===== src/rtl/ahb_lite_interconnect_n.sv =====
// AHB-Lite single-master interconnect: address decoder, data-phase response mux and default slave.
// Optional stall watchdog enabled by defining AHB_TIMEOUT_EN (adds the HTIMEOUT port).
module ahb_lite_interconnect_n #(
  parameter int ADDR_WIDTH     = 32,
  parameter int DATA_WIDTH     = 32,
  parameter int NO_OF_SLAVES   = 4,
  parameter int P_BITS         = $clog2(NO_OF_SLAVES + 1),
  parameter int TIMEOUT_CYCLES = 16
) (
  input  logic                             HCLK,
  input  logic                             HRESETn,
  input  logic [ADDR_WIDTH-1:0]            HADDR,
  input  logic [1:0]                       HTRANS,
  output logic [DATA_WIDTH-1:0]            HRDATA,
  output logic [1:0]                       HRESP,
  output logic                             HREADY,
`ifdef AHB_TIMEOUT_EN
  output logic                             HTIMEOUT,
`endif
  output logic [NO_OF_SLAVES-1:0]          HSEL_S,
  input  logic [NO_OF_SLAVES*DATA_WIDTH-1:0] HRDATA_S,
  input  logic [2*NO_OF_SLAVES-1:0]        HRESP_S,
  input  logic [NO_OF_SLAVES-1:0]          HREADYOUT_S
);

  localparam logic [P_BITS-1:0] DEF_SEL    = P_BITS'(NO_OF_SLAVES);
  localparam logic [1:0]        RESP_OKAY  = 2'b00;
  localparam logic [1:0]        RESP_ERROR = 2'b01;

  typedef enum logic [1:0] {DS_OK, DS_ERR1, DS_ERR2} ds_state_t;

  logic [P_BITS-1:0]     region;
  logic [P_BITS-1:0]     dec_sel;
  logic                  dec_default;
  logic [P_BITS-1:0]     dsel;
  ds_state_t             ds_state, ds_next;
  logic [DATA_WIDTH-1:0] mux_rdata;
  logic [1:0]            mux_resp;
  logic                  mux_ready;
  logic                  unused_ok;

  // Only the region field and the NONSEQ/SEQ bit take part in routing.
  assign unused_ok = ^{HTRANS[0], HADDR[ADDR_WIDTH-P_BITS-1:0]};

  assign region      = HADDR[ADDR_WIDTH-1 -: P_BITS];
  assign dec_default = (region >= DEF_SEL);
  assign dec_sel     = dec_default ? DEF_SEL : region;

  // NOTE: every signal written in an always_comb gets a value before any branch, so no latch is inferred.
  always_comb begin
    HSEL_S = '0;
    for (int i = 0; i < NO_OF_SLAVES; i++) begin
      HSEL_S[i] = (region == P_BITS'(i));
    end
  end

  // NOTE: state registers use non-blocking assignments and a synchronous active-low reset.
  always_ff @(posedge HCLK) begin
    if (!HRESETn) begin
      dsel     <= DEF_SEL;
      ds_state <= DS_OK;
    end else begin
      ds_state <= ds_next;
      if (HREADY) begin
        dsel <= dec_sel;
      end
    end
  end

  // Default slave: two-cycle ERROR for any real transfer into unmapped space.
  always_comb begin
    ds_next = ds_state;
    case (ds_state)
      DS_OK:   if (HREADY && dec_default && HTRANS[1]) ds_next = DS_ERR1;
      DS_ERR1: ds_next = DS_ERR2;
      DS_ERR2: ds_next = (dec_default && HTRANS[1]) ? DS_ERR1 : DS_OK;
      default: ds_next = DS_OK;
    endcase
  end

  // The mux follows the registered data-phase select, never the live decode.
  always_comb begin
    mux_rdata = '0;
    mux_resp  = RESP_OKAY;
    mux_ready = 1'b1;
    for (int i = 0; i < NO_OF_SLAVES; i++) begin
      if (dsel == P_BITS'(i)) begin
        mux_rdata = HRDATA_S[i*DATA_WIDTH +: DATA_WIDTH];
        mux_resp  = HRESP_S[2*i +: 2];
        mux_ready = HREADYOUT_S[i];
      end
    end
    if (dsel >= DEF_SEL) begin
      mux_ready = (ds_state != DS_ERR1);
      mux_resp  = (ds_state == DS_OK) ? RESP_OKAY : RESP_ERROR;
    end
  end

  assign HRDATA = mux_rdata;

`ifdef AHB_TIMEOUT_EN
  localparam int CNT_W = $clog2(TIMEOUT_CYCLES + 1);

  logic [CNT_W-1:0] to_cnt;
  logic             dactive;
  logic             stall;
  logic             to_err1;
  logic             to_err2;

  assign stall   = dactive && (dsel < DEF_SEL) && !mux_ready;
  assign to_err1 = (to_cnt == CNT_W'(TIMEOUT_CYCLES));

  always_ff @(posedge HCLK) begin
    if (!HRESETn) begin
      dactive <= 1'b0;
      to_cnt  <= '0;
      to_err2 <= 1'b0;
    end else begin
      to_err2 <= to_err1;
      if (HREADY) begin
        dactive <= HTRANS[1];
      end
      if (to_err1 || to_err2 || !stall) begin
        to_cnt <= '0;
      end else begin
        to_cnt <= to_cnt + 1'b1;
      end
    end
  end

  // The watchdog response overrides whatever the stalled slave drives.
  assign HREADY   = to_err1 ? 1'b0 : (to_err2 ? 1'b1 : mux_ready);
  assign HRESP    = (to_err1 || to_err2) ? RESP_ERROR : mux_resp;
  assign HTIMEOUT = to_err1;
`else
  localparam int UNUSED_TIMEOUT = TIMEOUT_CYCLES;

  assign HREADY = mux_ready;
  assign HRESP  = mux_resp;
`endif

endmodule


===== config.mk =====
export PLATFORM = sky130hd
export DESIGN_NAME = ahb_lite_interconnect_n
export DESIGN_NICKNAME = d
export VERILOG_FILES = /design/src/rtl/ahb_lite_interconnect_n.sv
export SDC_FILE = /design/constraint.sdc
export NUM_CORES = 1
export LEC_CHECK = 0
export ABC_AREA = 1
export CAP_MARGIN = 20
export CORE_MARGIN = 5
export CORE_UTILIZATION = 22
export CTS_CLUSTER_SIZE = 14
export DETAILED_ROUTE_END_ITERATION = 7
export PLACE_DENSITY = 0.86
export SYNTH_ARGS = -nofsm -noshare
export SYNTH_HDL_FRONTEND = slang
export SYNTH_SLANG_ARGS = --single-unit

===== constraint.sdc =====
create_clock -name HCLK -period 2.5 [get_ports HCLK]
set_input_delay 0.625 -clock HCLK [delete_from_list [all_inputs] [get_ports HCLK]]
set_output_delay 0.625 -clock HCLK [all_outputs]
set_load 0.1 [all_outputs]

Word-level counts from Yosys, hierarchy flattened. Cells that the tools add are included.

Bits in registers: 5. Input port bits: 176. Output and inout bits: 39. Logic and storage cells: 39.

Order comparisons: 2. Eq/ne operators: 10. Muxes and demuxes: 19. Reductions and logical operators: 6.

Operators by type and width (count): $mux 32 (4); $eq 3x2->1 const B (4); $mux 2 (6); $mux 1 (7); $eq 3x1->1 const B (2); $ge 3x3->1 const B (2); $logic_not 3->1 (2); $pmux 2 s3 (1); $logic_and 1x1->1 (3); $mux 3 (1); $eq 2x1->1 const B (1); $eq 2x2->1 const B (1); $logic_not 2->1 (1); $ne 2x1->1 const B (1); $ne 2x2->1 const B (1).

Depth between registers and ports, before layout. Gate-level depths: netlist (run 1).

Word-level depth: 10. Mapped depth: 8. Mapped depth without buffers: 8.

Worst setup path after synthesis (run 1). No wires, ideal clock.

Path kind: input -> output. From: input HADDR[30]. To: output HSEL_S[0]. Arrival: 2723 ps. Data required time: 1875 ps. Slack: -848 ps. Stages on the path: 1. Buffers on the path: 0. Path through: nor3_1.

Cells in the longest elaborated chain, start to end: 1.

RTL lines: start, declared (RTL line 12) `input logic [ADDR_WIDTH-1:0] HADDR,`; $logic_not 3->1 (RTL line 53) `HSEL_S[i] = (region == P_BITS'(i));`; end, declared (RTL line 20) `output logic [NO_OF_SLAVES-1:0] HSEL_S,`.

No other way between the ends.

Worst setup path after layout (run 1).
From: input HREADYOUT_S[2]. To: output HREADY.

Cells in the longest elaborated chain, start to end: 3.

RTL lines: start, declared (RTL line 23) `input logic [NO_OF_SLAVES-1:0] HREADYOUT_S`; $mux 1 (2 in a row) (RTL line 87) `if (dsel == P_BITS'(i)) begin`; $mux 1 (RTL line 93) `if (dsel >= DEF_SEL) begin`; end, declared (RTL line 16) `output logic HREADY,`.

No other way between the ends.

==> run_results.csv, run 1 <==
group,metric,value,unit
outcome,status,"finished clean",
synth,ys_warn_count,0,
place,dpl.cell_count,484,
synth,yosys.area.top_type,"nand2_1",
final_layout,final_nets,595,
sta,setup_tns,0,ns
run,max_cap_viol_count,0,
clocking,insertion_delay,0.22,ns
synth,synth_edf_count,0,
grt,overflow,0,
power,power.total,2010,µW
sta,final_max_slew_viol_count,0,
grt,antenna_found_initial,0,
power,p_leak,0.00140,µW
clocking,cts_buffers,3,
final_layout,layout.cells.non_filler,488,
sta,fin_skew,0.00220,ns
power,p_sw_share,56.0,%
critical_path,worstPathRequired,1.88,ns
final_layout,n_fill_cell,393,
sta,fin_crit_sh,96.0,%
power,pwr-share-seq,5.3,%
synth,avgSynthCellArea,5.00,µm²
synth,ys_ff_latch,5,
die,ios,215,
clocking,post_cts_buffers,0,
critical_path,critPathCaptureType,"output pin",
critical_path,worstSetupStartpointType,"primary input",
synth,synth.most_common_cell,"nand2_1",
place,gp_congestion,0.831,
synth,synth_common_cells,"106 x nand2_1, 40 x nand3_1, 33 x nand4_1",
place,port_buffers,184,
die,die_w,83.3,µm
grt,grt_start_max_net_pins,36,
clocking,hold_buffers,0,
route,viasPerCell,4.88,
synth,ys.flop_type,"dfxtp_1",
route,num_vias,2380,
clocking,cts_tree,"yes",
synth,syn-cell-area,0.00118,mm²
die,start_util,22.8,%
route,antenna_left,0,
route,first_pass_iters,4,
final_layout,final_core_util,69.5,%
grt,grt_pass1_wl,12200,µm
power,power_frac_clock,7.5,%
power,ir_worst_vdd,0.532,mV
sta,worstMarginPinSlew,0.397,ns
sta,slew_headroom,73.6,%
power,p_per_area,559,mW/mm²
synth,syn_nets,412,
power,p_comb_share,87.2,%
sta,setup_violations,0,
clocking,clk_path_buf_depth,2,
die,num_rows,26,
route,totalWireLength,7710,µm
sta,rsz0062_at_grt,"no",
place,hpwl,6370,µm
critical_path,cp.arrival,1.78,ns
critical_path,critPathKind,"in2out",
sta,max_clock_freq,0.417,GHz
hold_path,worstHoldPathType,"reg2reg",
synth,synth_area_leaders,"nand2_1 34%, nand4_1 17%, nand3_1 17%",
clocking,path_clk_slew,0.04,ns
power,p_int,885,µW
grt,grt_pass1_vias,2502,
clocking,clock-sinks,5,
die,fp.dieH,83.3,µm
power,power.switching,1130,µW
synth,seq_area_frac_synth,8.47,%
clocking,cts_max_level,1,
clocking,clockRootBuffer,"clkbuf_8",
synth,synth_top_cell_area_share,33.7,%
critical_path,crit_fanout,4,
grt,grt_use_total,21.0,%
synth,synthDistinctLibCells,22,
synth,syn_inst,236,
die,fp.dieArea,0.00693,mm²
final_layout,layout-drive-gt1-share,16.7,%
final_layout,area_growth,204,%
sta,hold_viol,0,
route,drc_errors,0,
die,core_area,0.00517,mm²
final_layout,antennaDiodeCount,0,
place,dp_slack,0.0729,ns
route,wl_per_cell,15.8,µm
route,drt-initial-drc-count,115,
sta,fin_ws,0.0996,ns
sta,period_needed,2.40,ns
synth,async_flop_share,0,%
repair_timing:
item / in CTS / in global routing
gates cloned: 0 / 0
gates resized for setup: 1 / 2
setup endpoints to repair: 1 / 2
metrics by stage:
stage | hold slack (ns) | cell area [µm²]
CTS | 0.530 | 3590
global placement | 0.512 | 3550
floorplan | 0.496 | 1210
finish | 0.537 | 3600
detailed placement | 0.525 | 3550
global route | 0.572 | 3600
power groups by stage:
stage	clock network (µW)	registers, µW	logic (µW)
after global placement	0	106	1740
after floorplan	0	104	970
after CTS	152	106	1760
final	151	107	1750
after detailed placement	0	107	1760
after global routing	158	108	1820
placed cells by master, fill, tap and decap left out:
cell type	synthesis	layout
clkdlybuf4s50_1	0	145
nand2_1	106	106
buf_12	0	41
nand3_1	40	40
nand4_1	33	33
buf_4	0	8
inv_1	8	7
a21oi_1	6	6
nor2_2	2	5
nor2_1	7	4
dfxtp_1	5	4
clkbuf_8	0	3
nor2_4	2	2
inv_2	1	2
clkinv_2	0	1
nor3_1	2	1
a41oi_2	0	1
nand3_2	1	1
nand2_2	1	1
nor3_2	0	1
a31oi_2	0	1
or3b_2	1	1
o211ai_2	1	1
and3_1	1	1
clkbuf_1	6	1
dfxtp_2	0	1
per-layer routing:
layer / global-route usage [%] / vias to the layer above / wire (µm)
li1: - / 1172 / -
met2: 39.2 / 157 / 3920
met4: 7.13 / 0 / 217
met3: 5.64 / 21 / 809
met5: 0 / - / 0
met1: 22.7 / 1030 / 2770
state kept, by name, summed over array words and instances (netlist names):
| signal | flops |
|---|---|
| ds_state | 2 |
| dsel | 3 |
final timing paths:
| kind | from | endpoint | slack (ns) | depth (start not counted) |
|---|---|---|---|---|
| worst max-delay path | HREADYOUT_S[2] | HREADY | 0.1 | 8 |
| worst min register to register | ds_state[1] | ds_state[0] | 0.54 | 2 |
| worst min-delay path | ds_state[1] | ds_state[0] | 0.54 | 2 |
| worst max register to register | dsel[0] | dsel[1] | 0.96 | 10 |
critical path, stage by stage:
cell             delay (ns)
clkdlybuf4s50_1        0.46
inv_1                  0.04
nand3_1                0.07
nand3_1                0.09
nor2_2                 0.13
nand2_2                0.10
inv_2                  0.09
buf_12                 0.17
logic make-up (layout without fill, tap and decap cells):
family,after synthesis,count (layout),synth area share [%]
buffers and inverters,26,208,9.85
DFF,5,5,8.47
AOI/OAI and AO/OA,9,9,4.87
and+or+nand+nor,196,196,76.8
cell type report:
class | instances | area [µm²] | share of cell area (%)
sequential | 5 | 101 | 2.82
timing repair buffer | 194 | 2330 | 64.9
inverter | 10 | 38.8 | 1.08
multi-input combinational | 205 | 991 | 27.6
tap | 70 | 87.6 | 2.44
clock buffer | 4 | 45.0 | 1.25
(Power assumes the default switching activity.)
==> run 2, diff against run 1 <==
--- a/config.mk
+++ b/config.mk
@@ -7,11 +7,12 @@
 export LEC_CHECK = 0
 export ABC_AREA = 1
 export CAP_MARGIN = 20
-export CORE_MARGIN = 5
-export CORE_UTILIZATION = 22
+export CORE_AREA = 5 5 80 82
+export CTS_BUF_LIST = sky130_fd_sc_hd__clkbuf_4 sky130_fd_sc_hd__clkbuf_8
 export CTS_CLUSTER_SIZE = 14
 export DETAILED_ROUTE_END_ITERATION = 7
-export PLACE_DENSITY = 0.86
+export DIE_AREA = 0 0 85 87
+export PLACE_DENSITY = 0.84
 export SYNTH_ARGS = -nofsm -noshare
 export SYNTH_HDL_FRONTEND = slang
 export SYNTH_SLANG_ARGS = --single-unit
==> run 2 against run 1 <==
Effect of this change:
- die area up 6.7%
- clock skew decreased by 0.00093 ns
- sequential share of layout area is essentially flat
- clock power rose by 7%
- cell area fell by 0.49%
- flip-flop and latch count did not move
- hold slack got worse by 0.0097 ns
- combinational power about the same
- critical path depth is the same
- total power fell by 0.40%
- critical path type unchanged
- largest cell class unchanged
==> run_results.csv, run 2 (synthesized netlist as in run 1, its figures left out) <==
group,metric,value,unit
die,core_area,0.00568,mm²
outcome,status,"finished clean",
clocking,clock-sinks,5,
place,place_area,0.00353,mm²
critical_path,cp.arrival,1.77,ns
clocking,clockRootBuffer,"clkbuf_8",
final_layout,area_growth,203,%
route,drc_errors,0,
place,hpwl,6170,µm
grt,antenna_found_initial,0,
route,drt-initial-drc-count,90,
grt,grt_pass1_wl,11300,µm
final_layout,final-seq-area,100,µm²
final_layout,final_cell_mix,"145 x clkdlybuf4s50_1, 106 x nand2_1, 40 x nand3_1, 39 x buf_12, 33 x nand4_1",
critical_path,critPathCaptureType,"output pin",
grt,grt_use_total,18.8,%
critical_path,crit_fanout,4,
die,die_w,85,µm
grt,overflow,0,
sta,setup_violations,0,
sta,worstMarginPinSlew,0.389,ns
route,wl_per_cell,14.9,µm
die,ios,215,
die,fp.dieH,87,µm
route,num_vias,2413,
final_layout,final_nets,595,
sta,slew_headroom,74.1,%
final_layout,layout-drive-gt1-share,16.3,%
final_layout,largest_register_ffs,3,
clocking,post_cts_buffers,0,
clocking,hold_buffers,0,
route,first_pass_iters,4,
hold_path,worstHoldPathType,"reg2reg",
die,num_rows,28,
sta,final_max_slew_viol_count,0,
die,start_util,20.8,%
clocking,path_clk_slew,0.03,ns
power,p_per_area,560,mW/mm²
die,fp.dieArea,0.00740,mm²
route,totalWireLength,7320,µm
clocking,cts_max_level,1,
sta,period_needed,2.40,ns
run,max_cap_viol_count,0,
power,ir_worst_vdd,0.348,mV
clocking,insertion_delay,0.22,ns
sta,fin_crit_sh,95.9,%
route,viasPerCell,4.89,
final_layout,top_register,"dsel",
final_layout,multi_input_area,991,µm²
clocking,cts_buffers,3,
clocking,cts_tree,"yes",
critical_path,worstSetupStartpointType,"primary input",
final_layout,top_regs,"dsel x3, ds_state x2",
final_layout,design_area,0.00358,mm²
sta,rsz0062_at_grt,"no",
sta,fin_skew,0.00127,ns
clocking,cts_resized,0,
sta,hold_viol,0,
place,port_buffers,184,
grt,grt_pass1_vias,2429,
sta,max_clock_freq,0.417,GHz
final_layout,final_common_cell,"clkdlybuf4s50_1",
power,p_leak,0.00139,µW
critical_path,critPathKind,"in2out",
final_layout,antennaDiodeCount,0,
grt,grt_start_max_net_pins,36,
critical_path,worstPathRequired,1.88,ns
sta,setup_tns,0,ns
final_layout,n_fill_cell,500,
place,gp_congestion,0.906,
clocking,clk_path_buf_depth,2,
route,antenna_left,0,
-- run 2: power breakdown --
part / leakage (µW) / internal (µW) / switching, µW
sequential: 0.0000413 / 92.4 / 13.3
combinational: 0.00132 / 668 / 1070
clock: 0.0000262 / 120 / 41.2
-- run 2: layout make-up --
cell class / count / share of cell area [%]
repair buffers: 194 / 64.5
flip-flops and latches: 5 / 2.80
inverters: 10 / 1.05
well taps: 75 / 2.62
multi-input cells: 205 / 27.7
clock buffers: 4 / 1.36
-- run 2: final timing paths --
path | start | to | slack [ns] | cells past startpoint
min reg2reg | ds_state[1] | ds_state[0] | 0.53 | 2
max reg2reg | dsel[2] | dsel[0] | 0.99 | 9
max | HREADYOUT_S[2] | HREADY | 0.10 | 8
min | ds_state[1] | ds_state[0] | 0.53 | 2
-- run 2: critical path, stage by stage --
cell,delay (ns)
clkdlybuf4s50_1,0.46
inv_1,0.04
nand3_1,0.07
nand3_1,0.09
nor2_2,0.12
nand2_2,0.09
inv_1,0.11
buf_12,0.18
-- run 2: routing by layer --
metal / global-route usage [%] / wire length [µm] / vias up
li1: - / - / 1176
met1: 19.1 / 2640 / 1087
met2: 37.3 / 3760 / 142
met3: 5.58 / 856 / 8
met4: 4.46 / 72 / 0
met5: 0 / 0 / -
-- run 2: per-stage QoR --
stage / total power, µW / hold slack [ns] / utilization, % / cells / worst slack, ns
finish: 2000 / 0.527 / 63.1 / 493 / 0.103
global route: 2080 / 0.554 / 63.1 / 493 / 0.000735
CTS: 2020 / 0.523 / 63.1 / 493 / 0.0936
detailed placement: 1850 / 0.516 / 62.2 / 489 / 0.0948
global placement: 1830 / 0.510 / 62.2 / 489 / 0.110
floorplan: 1070 / 0.496 / - / 236 / 0.0323
